[src/rtl/mux4a1_bus_param.sv]
// Parameterized 4-to-1 bus mux: combinational selected bus plus a registered copy,
// registered select and change pulse. Optional parity output under MUX4A1_BUS_PARAM_PARITY_EN.
module mux4a1_bus_param #(
  parameter int ANCHO = 8
) (
  input  logic             clk,
  input  logic             rst,
  input  logic [1:0]       S,
  input  logic [ANCHO-1:0] D0,
  input  logic [ANCHO-1:0] D1,
  input  logic [ANCHO-1:0] D2,
  input  logic [ANCHO-1:0] D3,
  output logic [ANCHO-1:0] Q,
  output logic [ANCHO-1:0] Q_r,
  output logic [1:0]       S_r,
`ifdef MUX4A1_BUS_PARAM_PARITY_EN
  output logic             CHG,
  output logic             PAR
`else
  output logic             CHG
`endif
);

`ifdef MUX4A1_BUS_PARAM_PARITY_EN
  function automatic logic even_par(input logic [ANCHO-1:0] v);
    return ^v;
  endfunction
`endif

  // Stage p0: combinational select; unknown select encodings fall back to D0
  always_comb begin
    case (S)
      2'd1:    Q = D1;
      2'd2:    Q = D2;
      2'd3:    Q = D3;
      default: Q = D0;
    endcase
  end

  // Stage p1: flop-launched copy of the selected bus; CHG compares against the held value
  always_ff @(posedge clk) begin
    if (rst) begin
      Q_r <= '0;
      S_r <= 2'd0;
      CHG <= 1'b0;
    end else begin
      Q_r <= Q;
      S_r <= S;
      CHG <= (Q != Q_r);
    end
  end

`ifdef MUX4A1_BUS_PARAM_PARITY_EN
  always_ff @(posedge clk) begin
    if (rst) PAR <= 1'b0;
    else     PAR <= even_par(Q);
  end
`endif

endmodule

[config.mk]
export PLATFORM = sky130hd
export DESIGN_NAME = mux4a1_bus_param
export DESIGN_NICKNAME = d
export VERILOG_FILES = /design/src/rtl/mux4a1_bus_param.sv
export SDC_FILE = /design/constraint.sdc
export NUM_CORES = 1
export LEC_CHECK = 0
export CORE_AREA = 2 2 51 53
export DETAILED_ROUTE_END_ITERATION = 10
export DIE_AREA = 0 0 53 55
export PLACE_DENSITY_LB_ADDON = 0.1
export SETUP_SLACK_MARGIN = 0.4
export SYNTH_ARGS = -nofsm -noshare
export SYNTH_HDL_FRONTEND = slang
export SYNTH_SLANG_ARGS = --single-unit
[constraint.sdc]
create_clock -name clk -period 1.45 [get_ports clk]
set_input_delay 0.145 -clock clk [delete_from_list [all_inputs] [get_ports clk]]
set_output_delay 0.145 -clock clk [all_outputs]
set_load 0.005 [all_outputs]
==> metrics.md <==
| Metric | Value |
|---|---|
| Total wire length | 1.71 mm |
| Share of cells above drive strength 1 | 34.9% |
| Largest net degree at the start of global routing | 12 |
| Post-synthesis cell count | 43 |
| CP Capture Type | flop |
| Max VDD drop | 0.303 mV |
| Comb pwr share | 35.6% |
| Num ports | 55 |
| Row cnt | 18 |
| Slew HR | 72.3% |
| Max-slew violation count | 0 |
| Clk root buf | clkbuf_4 |
| Count of cell types in the netlist | 9 |
| Pwr per Cell Area | 701 nW/um2 |
| Port-buffer cells | 54 |
| WHS | 0.316 ns |
| Post-Place Cell Area | 1160 um2 |
| Routed len/inst | 12.3 um |
| Post-synthesis sequential area ratio | 38.2% |
| Vias in the first global route | 644 |
| Net switching power | 218 uW |
| Layout Cells excl Fill | 139 |
| Crit start category | input port |
| Final period utilization | 93.1% |
| Post-synth ARST share | 0% |
| HP Start | S[0] |
| Vias after detailed routing | 599 |
| CTS Sinks | 11 |
| Synth top area cells | dfxtp_1 (38%), mux4_2 (23%), xor2_1 (12%) |
| Final setup viols | 0 |
| Pre-CTS setup slack | -0.583 ns |
| Worst Path Required | 1.59 ns |
| CP arrival | 1.49 ns |
| Yosys warnings | 0 |
| Min-delay worst type | input port to flop |
| Internal Power | 636 uW |
| Crit Path Max Fanout | 2 |
| Die Wd | 53 um |
| Final Hold Viols | 0 |
| Total power | 854 uW |
| F_max | 741 MHz |
| Core region area | 2360 um2 |
| Sequential share of power | 39.7% |
| Synthesized area | 577 um2 |
| List of most frequent post-synthesis cells | dfxtp_1 (11), nor2b_1 (10), xor2_1 (8) |
| Vias per inst | 4.31 |
| CTS buffer count | 3 |
| Clk buf depth | 2 |
| Die ar. | 2920 um2 |
| Initial DRT Pass Iterations | 3 |
| Clk_lat worst skew | 0.27 ns |
| Reg2Reg Launch Point | Q_r[3]$_SDFF_PP0_ |
| Filler cell count | 229 |
| DRC viols | 0 |
| Antenna violations before repair | 0 |
| Syn_nets | 79 |
| Leak pwr | 0.580 nW |
| Grt ovf | 0 |
| Tmin final | 1.35 ns |
| Clock network fraction of design power | 24.7% |
| Worst-Margin Slew | 0.415 ns |
| Max-Cap Viols | 0 |
| Diodes inserted | 0 |
| Critical path type | input port to flop |
| Clock Pin Slew Worst Setup and Hold Paths | 0.07 ns |
| Setup TNS Final | 0 ns |
| Final worst slack | 0.100 ns |
| Die Ht | 55 um |
| Gr usage total | 13.4% |
| Iteration-0 DRC count of the detailed router | 2 |
| Number of synthesized register bits | 11 |
| Switching share of power | 25.5% |
| Starting Density | 24.4% |
| Area growth syn-to-layout | 111% |
| Fin util | 51.5% |
| Final Wtd Congestion | 0.647 |
| Final nets | 146 |
| Prevailing post-synth register cell | dfxtp_1 |
| Post-synth EDFFs | 0 |
| First-pass GRT wire length | 2.68 mm |
| Status | finished clean |
| Antenna-violating nets left | 0 |
| Mapped Avg Cell Area | 13.4 um2 |
| RSZ-0062 raised after global routing | yes |
| H-tree level count | 1 |
| Worst setup startpoint | D3[3] |
| Clk_skew | 0.00402 ns |
| Leading area contributor after synthesis | dfxtp_1 |
| CTS tree | yes |
| Most frequent cell after synthesis | dfxtp_1 |
| Design area | 1220 um2 |
| Placed instance count | 128 |
| Area share of the largest cell type after synthesis | 38.2% |
==> layer usage <==
metal / routed length (um) / up-vias / track usage, % / share of wire, %
met4: 53 / 0 / 8.97 / 3.1
met5: 0 / - / 0 / 0
li1: - / 288 / - / -
met1: 567 / 269 / 13.7 / 33
met3: 149 / 7 / 3.23 / 8.7
met2: 944 / 35 / 24.4 / 55
==> state kept, by name, summed over array words and instances, names as in the netlist <==
register  count
CHG           1
Q_r           8
S_r           2
==> critical path, stage by stage <==
cell           delay [ns]
dlygate4sd2_1        0.23
mux4_2               0.48
buf_6                0.13
xor2_1               0.14
nor4_2               0.27
a21oi_1              0.09
==> placed cells by master (no fill, tap or decap), types with 3 or more instances in the layout <==
cell type / n
buf_2: 3
buf_6: 13
clkbuf_4: 3
clkdlybuf4s15_1: 7
dfxtp_1: 5
dfxtp_2: 6
dlygate4sd2_1: 37
mux4_2: 8
nor2b_1: 10
xor2_1: 8
==> power groups by stage <==
stage / Sequential, mW / Combinational [mW] / Clock (mW)
final: 0.339 / 0.304 / 0.211
after global routing: 0.342 / 0.326 / 0.227
after CTS: 0.338 / 0.299 / 0.214
after detailed placement: 0.344 / 0.317 / 0
after global placement: 0.344 / 0.318 / 0
after floorplan: 0.346 / 0.114 / 0
==> layout make-up <==
cell class | count | area (um2) | area share [%]
Clock buffer | 4 | 26.3 | 2.16
Sequential cell | 11 | 228 | 18.7
Tap cell | 30 | 37.5 | 3.08
Multi-Input combinational cell | 29 | 337 | 27.6
Timing Repair Buffer | 65 | 591 | 48.5
==> logic make-up after synthesis <==
logic type | Yosys count | synth area share (%)
buffers and inverters | 3 | 3.25
AOI/OAI and AO/OA | 1 | 0.867
xor gates and xnor gates | 8 | 12.1
muxes | 8 | 32.5
DFF | 11 | 38.2
and+or+nand+nor | 12 | 13.0
==> final timing paths <==
path	slack [ns]	depth (start not counted)	end
setup / recovery	0.10	6	CHG$_SDFF_PP0_
hold / removal	0.32	4	S_r[0]$_SDFF_PP0_
setup reg to reg	0.48	3	CHG$_SDFF_PP0_
hold reg to reg	0.66	3	CHG$_SDFF_PP0_
==> timing repair <==
| action | 4_1_cts | 5_1_grt |
|---|---|---|
| gates resized for setup | 97 | 8 |
| buffers inserted | 7 | 0 |
| setup endpoints to repair | 28 | 11 |
| pin swaps | 6 | 0 |
| hold buffers | 0 | 0 |
(Power assumes the default switching activity.)
